$ cat src/rtl/tinymips_pkg.sv
// Shared definitions for the tinymips execute-side datapath.
//   ALU operation codes, the bubble ALU code loaded on flush/reset,
//   and the operand forwarding select encoding.
package tinymips_pkg;

    localparam logic [2:0] ALU_ADD    = 3'b010;
    localparam logic [2:0] ALU_SUB    = 3'b110;
    // A bubble carries an ADD so the ALU sees a harmless, well-defined op.
    localparam logic [2:0] ALU_BUBBLE = ALU_ADD;

    typedef enum logic [1:0] {
        FWD_REG = 2'd0,
        FWD_WB  = 2'd1,
        FWD_MEM = 2'd2
    } fwd_sel_e;

endpackage

$ cat src/rtl/alu_operand_stage_fwd_mux.sv
// fwd_mux: picks the freshest value of one source register.
//   src_reg        : registered source register number
//   reg_data       : registered register-file read data
//   mem_* / wb_*   : destination info from the memory and writeback stages
//   fwd_data       : forwarded operand value
// The memory stage holds the younger result, so it wins over writeback.
// Register 0 is hardwired to zero and is never forwarded.
module fwd_mux
    import tinymips_pkg::*;
#(
    parameter int WIDTH = 32
) (
    input  logic [4:0]       src_reg,
    input  logic [WIDTH-1:0] reg_data,
    input  logic             mem_reg_write,
    input  logic [4:0]       mem_write_reg,
    input  logic [WIDTH-1:0] mem_alu_result,
    input  logic             wb_reg_write,
    input  logic [4:0]       wb_write_reg,
    input  logic [WIDTH-1:0] wb_result,
    output logic [WIDTH-1:0] fwd_data
);

    fwd_sel_e fwd_sel;

    always_comb begin
        fwd_sel = FWD_REG;
        if (src_reg != 5'd0) begin
            if (mem_reg_write && (mem_write_reg == src_reg))
                fwd_sel = FWD_MEM;
            else if (wb_reg_write && (wb_write_reg == src_reg))
                fwd_sel = FWD_WB;
        end
    end

    always_comb begin
        case (fwd_sel)
            FWD_MEM: fwd_data = mem_alu_result;
            FWD_WB:  fwd_data = wb_result;
            default: fwd_data = reg_data;
        endcase
    end

endmodule

$ cat src/rtl/alu_operand_stage.sv
// alu_operand_stage: ID/EX pipeline register plus operand forwarding.
//   clk, reset_n        : clock, asynchronous active-low reset
//   stall, flush        : hold the stage / load a bubble (flush wins)
//   id_*                : decoded instruction fields captured each edge
//   mem_*, wb_*         : downstream results used for forwarding
//   ex_valid            : execute-stage instruction valid
//   srca, srcb          : ALU operands (srcb may be the sign-extended imm)
//   alu_control         : ALU operation code
//   ex_write_data       : forwarded rt value, used as store data
//   ex_reg_write/_reg   : destination passed downstream
// Forwarding is combinational off the registered rs/rt, so a stalled
// instruction keeps picking up results as they move through mem/wb.
module alu_operand_stage
    import tinymips_pkg::*;
#(
    parameter int WIDTH = 32
) (
    input  logic             clk,
    input  logic             reset_n,
    input  logic             stall,
    input  logic             flush,
    input  logic             id_valid,
    input  logic [WIDTH-1:0] id_rd1,
    input  logic [WIDTH-1:0] id_rd2,
    input  logic [4:0]       id_rs,
    input  logic [4:0]       id_rt,
    input  logic [15:0]      id_imm,
    input  logic             id_alu_src,
    input  logic [2:0]       id_alu_control,
    input  logic             id_reg_write,
    input  logic [4:0]       id_write_reg,
    input  logic             mem_reg_write,
    input  logic [4:0]       mem_write_reg,
    input  logic [WIDTH-1:0] mem_alu_result,
    input  logic             wb_reg_write,
    input  logic [4:0]       wb_write_reg,
    input  logic [WIDTH-1:0] wb_result,
    output logic             ex_valid,
    output logic [WIDTH-1:0] srca,
    output logic [WIDTH-1:0] srcb,
    output logic [2:0]       alu_control,
    output logic [WIDTH-1:0] ex_write_data,
    output logic             ex_reg_write,
    output logic [4:0]       ex_write_reg
);

    logic [WIDTH-1:0] rd1_q;
    logic [WIDTH-1:0] rd2_q;
    logic [4:0]       rs_q;
    logic [4:0]       rt_q;
    logic [15:0]      imm_q;
    logic             alu_src_q;
    logic [WIDTH-1:0] imm_ext;

    always_ff @(posedge clk or negedge reset_n) begin
        if (!reset_n) begin
            ex_valid     <= 1'b0;
            ex_reg_write <= 1'b0;
            ex_write_reg <= 5'd0;
            alu_control  <= ALU_BUBBLE;
            rd1_q        <= '0;
            rd2_q        <= '0;
            rs_q         <= 5'd0;
            rt_q         <= 5'd0;
            imm_q        <= 16'd0;
            alu_src_q    <= 1'b0;
        end else if (flush) begin
            ex_valid     <= 1'b0;
            ex_reg_write <= 1'b0;
            ex_write_reg <= 5'd0;
            alu_control  <= ALU_BUBBLE;
            rd1_q        <= '0;
            rd2_q        <= '0;
            rs_q         <= 5'd0;
            rt_q         <= 5'd0;
            imm_q        <= 16'd0;
            alu_src_q    <= 1'b0;
        end else if (!stall) begin
            // An invalid slot still carries its fields but must not write back.
            ex_valid     <= id_valid;
            ex_reg_write <= id_valid & id_reg_write;
            ex_write_reg <= id_write_reg;
            alu_control  <= id_alu_control;
            rd1_q        <= id_rd1;
            rd2_q        <= id_rd2;
            rs_q         <= id_rs;
            rt_q         <= id_rt;
            imm_q        <= id_imm;
            alu_src_q    <= id_alu_src;
        end
    end

    fwd_mux #(.WIDTH(WIDTH)) u_fwd_a (
        .src_reg        (rs_q),
        .reg_data       (rd1_q),
        .mem_reg_write  (mem_reg_write),
        .mem_write_reg  (mem_write_reg),
        .mem_alu_result (mem_alu_result),
        .wb_reg_write   (wb_reg_write),
        .wb_write_reg   (wb_write_reg),
        .wb_result      (wb_result),
        .fwd_data       (srca)
    );

    fwd_mux #(.WIDTH(WIDTH)) u_fwd_b (
        .src_reg        (rt_q),
        .reg_data       (rd2_q),
        .mem_reg_write  (mem_reg_write),
        .mem_write_reg  (mem_write_reg),
        .mem_alu_result (mem_alu_result),
        .wb_reg_write   (wb_reg_write),
        .wb_write_reg   (wb_write_reg),
        .wb_result      (wb_result),
        .fwd_data       (ex_write_data)
    );

    assign imm_ext = {{(WIDTH-16){imm_q[15]}}, imm_q};
    assign srcb    = alu_src_q ? imm_ext : ex_write_data;

endmodule

$ cat config.mk
export PLATFORM = sky130hd
export DESIGN_NAME = alu_operand_stage
export DESIGN_NICKNAME = d
export VERILOG_FILES = /design/src/rtl/tinymips_pkg.sv /design/src/rtl/alu_operand_stage_fwd_mux.sv /design/src/rtl/alu_operand_stage.sv
export SDC_FILE = /design/constraint.sdc
export NUM_CORES = 1
export LEC_CHECK = 0
export CAP_MARGIN = 25
export CELL_PAD_IN_SITES_DETAIL_PLACEMENT = 1
export CELL_PAD_IN_SITES_GLOBAL_PLACEMENT = 1
export CORE_MARGIN = 1
export CORE_UTILIZATION = 32
export CTS_BUF_LIST = sky130_fd_sc_hd__clkbuf_16
export CTS_CLUSTER_DIAMETER = 200
export DETAILED_ROUTE_END_ITERATION = 10
export PLACE_DENSITY_LB_ADDON = 0.1
export SYNTH_ARGS = -nofsm -noshare
export SYNTH_HDL_FRONTEND = slang
export SYNTH_SLANG_ARGS = --single-unit
$ cat constraint.sdc
create_clock -name clk -period 4.95 [get_ports clk]
set_input_delay 0.99 -clock clk [delete_from_list [all_inputs] [get_ports clk]]
set_output_delay 0.99 -clock clk [all_outputs]
set_load 0.03 [all_outputs]
==> results.cfg <==
[hold_path]
hold_path.startpoint = rd2_q[15]
hold_depth = 2
min_to = rd2_q[15]
holdCritPathClass = flip-flop to flip-flop

[place]
place_hpwl_um = 17020
preCtsSetupSlack_ps = -57.81
io_buffers = 286
gp_congestion = 0.8628

[clock_tree]
clock-sinks = 101
cts_tree = done
clk_latency_ps = 340
cts_max_level = 3
path_clk_slew_ps = 70
post-cts-setup-buffers = 0
cts_buffers = 9
ctsRootBufferMaster = clkbuf_16
clockBufferDepth = 2
cts_resized = 5
cts_hold_buf = 0

[setup_path]
reg2reg_to = alu_src_q
r2r_cells = 2
worstSetupEndpointType = output port
cp_slowest_cell = clkdlybuf4s50_1
worstSetupStartpointType = primary input
crit_path_max_incr_delay_ps = 510
worstPathRequired_ps = 3960
setup.worst_path.start = mem_write_reg[3]
path_common_cell = buf_4
worstPathArrival_ps = 3830
critical_path_class = primary input to output port
r2r-start = alu_src_q
cp_cell_sequence = clkdlybuf4s50_1 > xor2_1 > nor4_1 > and3_4 > or4_1 > ha_2 > buf_4 > a22oi_1 > o21ai_0 > mux2_2 > buf_4
critPathMaxFanout = 14
r2r_slack_ps = 3660

[cells_and_area]
fillers = 2075
seqCellArea_um2 = 2530
n_antenna_cell = 0
syn_to_final_growth_pct = 54.49
layout.nets = 1079
reg_top3 = rd1_q (32), rd2_q (32), imm_q (16)
drive_gt1_share_pct = 18.80
fin_util_pct = 50.52
multiInputGateArea_um2 = 3156

[global_routing]
grt_antenna_before_repair = 0
grt_pass1_wl_um = 34240
grt_max_degree = 84
grt_pass1_vias = 6214
grt_usage_pct = 24.09
gr-total-overflow = 0

[route]
wl_met3_um = 1503
vias_per_cell = 5.191
met2_length_um = 11890
drc = 0
first_pass_iters = 5
wl_um = 23190
highest_layer = met4
vias = 5856
wl_met1_um = 9449
post_drt_wl_per_cell_um = 20.55
drtAntennaViolNets = 0
drtIter0Drc = 203

[logic_synthesis]
synth-simple-area-share_pct = 12.67
synth_fp_nets = 812
syn_area_um2 = 5894
synth_fa_ha_area_share_pct = 0.8491
synth_top_family_by_area = multiplexers
synth.top_cell.area_share_pct = 42.45
ys_top_cells_by_count = nor2_1 (103), dfrtp_1 (100), mux2i_1 (99), nand2_1 (67), a22oi_1 (64)
post-synth-top-area-cell = dfrtp_1
ys_types = 22
ys.flop_type = dfrtp_1
synth_edf_count = 0
synth_most_common_cell = nor2_1
yosys-top-cells-area = dfrtp_1 (42%), mux2i_1 (17%), a22oi_1 (8.2%), nor2_1 (6.6%), mux2_2 (6.1%)
yosys_warnings = 0
synth-xor-area-share_pct = 2.972
synth-compound-area-share_pct = 13.99
synthMuxAreaShare_pct = 22.93
synth.avg_cell_area_um2 = 9.401
synth-seq-area-share_pct = 42.90
synth_async_sr_flop_share_pct = 100.0
synthCells = 627
ys_ff_latch = 101

[sta]
grt_setup_unrepaired = false
tns_ps = 0
drv_slew = 0
final_hold_viol_count = 0
period_needed_ps = 4819
slew_headroom_pct = 29.54
period_share_pct = 97.36
skew_ps = 0
worst_pin_slew_ps = 1057
fmax_ghz = 0.2075
layout_setup_ws_ps = 130.6
setup-violations-final = 0

[job]
drv_cap = 0

[die]
fp.dieArea_um2 = 18970
pin_count = 287
num_rows = 49
start_util_pct = 32.70
die_w_um = 137.7
core_area_um2 = 18020
die_y_um = 137.7

[run_status]
outcome = completed

[power_and_ir_drop]
powerDensity_nw_per_um2 = 245.4
p_sw_mw = 0.6756
switching_share_pct = 30.23
power_mw = 2.235
ir_drop_uv = 153.7
clockPowerShare_pct = 31.6
p_comb_share_pct = 27.6
cellLeakagePower_nw = 4.137
seqPwrFrac_pct = 40.8
p_int_mw = 1.559
placed cells by master, fill, tap and decap left out, types with 3 or more instances in the layout:
cell               n
buf_4            114
nand2_1           67
dfrtp_1           99
o21ai_0           49
dlygate4sd2_1      5
mux2i_1           99
clkdlybuf4s50_1  187
nor4_1             4
xnor2_1           12
clkbuf_16          9
ha_2               3
nor2b_1            3
or4_1              4
nor2_1           103
xor2_1             8
o21ai_1           17
a22oi_1           64
mux2_2            32
how the worst max path moves through the flow:
stage | to | slack, ps | cells past startpoint
after global placement | srcb[15] | 30 | 10
after global routing | srcb[11] | 0.8 | 10
after floorplan | srcb[10] | 480 | 9
after detailed placement | srcb[29] | -60 | 10
final | srcb[11] | 130 | 11
after CTS | srcb[4] | 40 | 11
metrics by stage:
| stage | std cells | hold slack [ps] | area [um^2] |
|---|---|---|---|
| global route | 1128 | 559.8 | 9106 |
| CTS | 1128 | 530.1 | 9104 |
| global placement | 1111 | 498.8 | 8798 |
| floorplan | 627 | 483.5 | 5894 |
| detailed placement | 1112 | 512.4 | 8826 |
| finish | 1128 | 525.1 | 9106 |
power by group through the flow:
| stage | sequential [mW] | clock (mW) | combinational, mW |
|---|---|---|---|
| 2_1_floorplan | 0.918 | 0 | 0.298 |
| 3_3_place_gp | 0.924 | 0 | 0.608 |
| 3_5_place_dp | 0.928 | 0 | 0.623 |
| 4_1_cts | 0.912 | 0.725 | 0.624 |
| 5_1_grt | 0.918 | 0.754 | 0.662 |
| 6_report | 0.912 | 0.706 | 0.617 |
cell families after synthesis:
kind of cell | Yosys count
fa+ha+maj | 4
xor+xnor | 20
compound gates | 132
mux | 131
buf+inv | 54
simple gates | 185
flops | 101
area by class of cell:
class / instances / area share (%)
multi-input combinational: 472 / 34.65
timing repair buffer: 310 / 31.30
sequential: 101 / 27.78
tap: 229 / 3.146
clock buffer: 9 / 2.473
clock inverter: 7 / 0.6458
layer usage:
layer  up-vias  global-route usage (%)
li1       2736                       -
met1      2893                   28.85
met2       207                   43.13
met3        20                   5.629
met4         0                   5.978
met5         -                       0
critical path, delay by kind of cell:
kind | cells | cell delay (ps)
buffers and inverters | 3 | 910
AND/OR/NAND/NOR | 3 | 770
AO/OA/AOI/OAI | 2 | 400
multiplexers | 1 | 320
adder cells (fa/ha/maj) | 1 | 260
XOR/XNOR | 1 | 190
No activity file was read; power rests on OpenSTA's default activity.
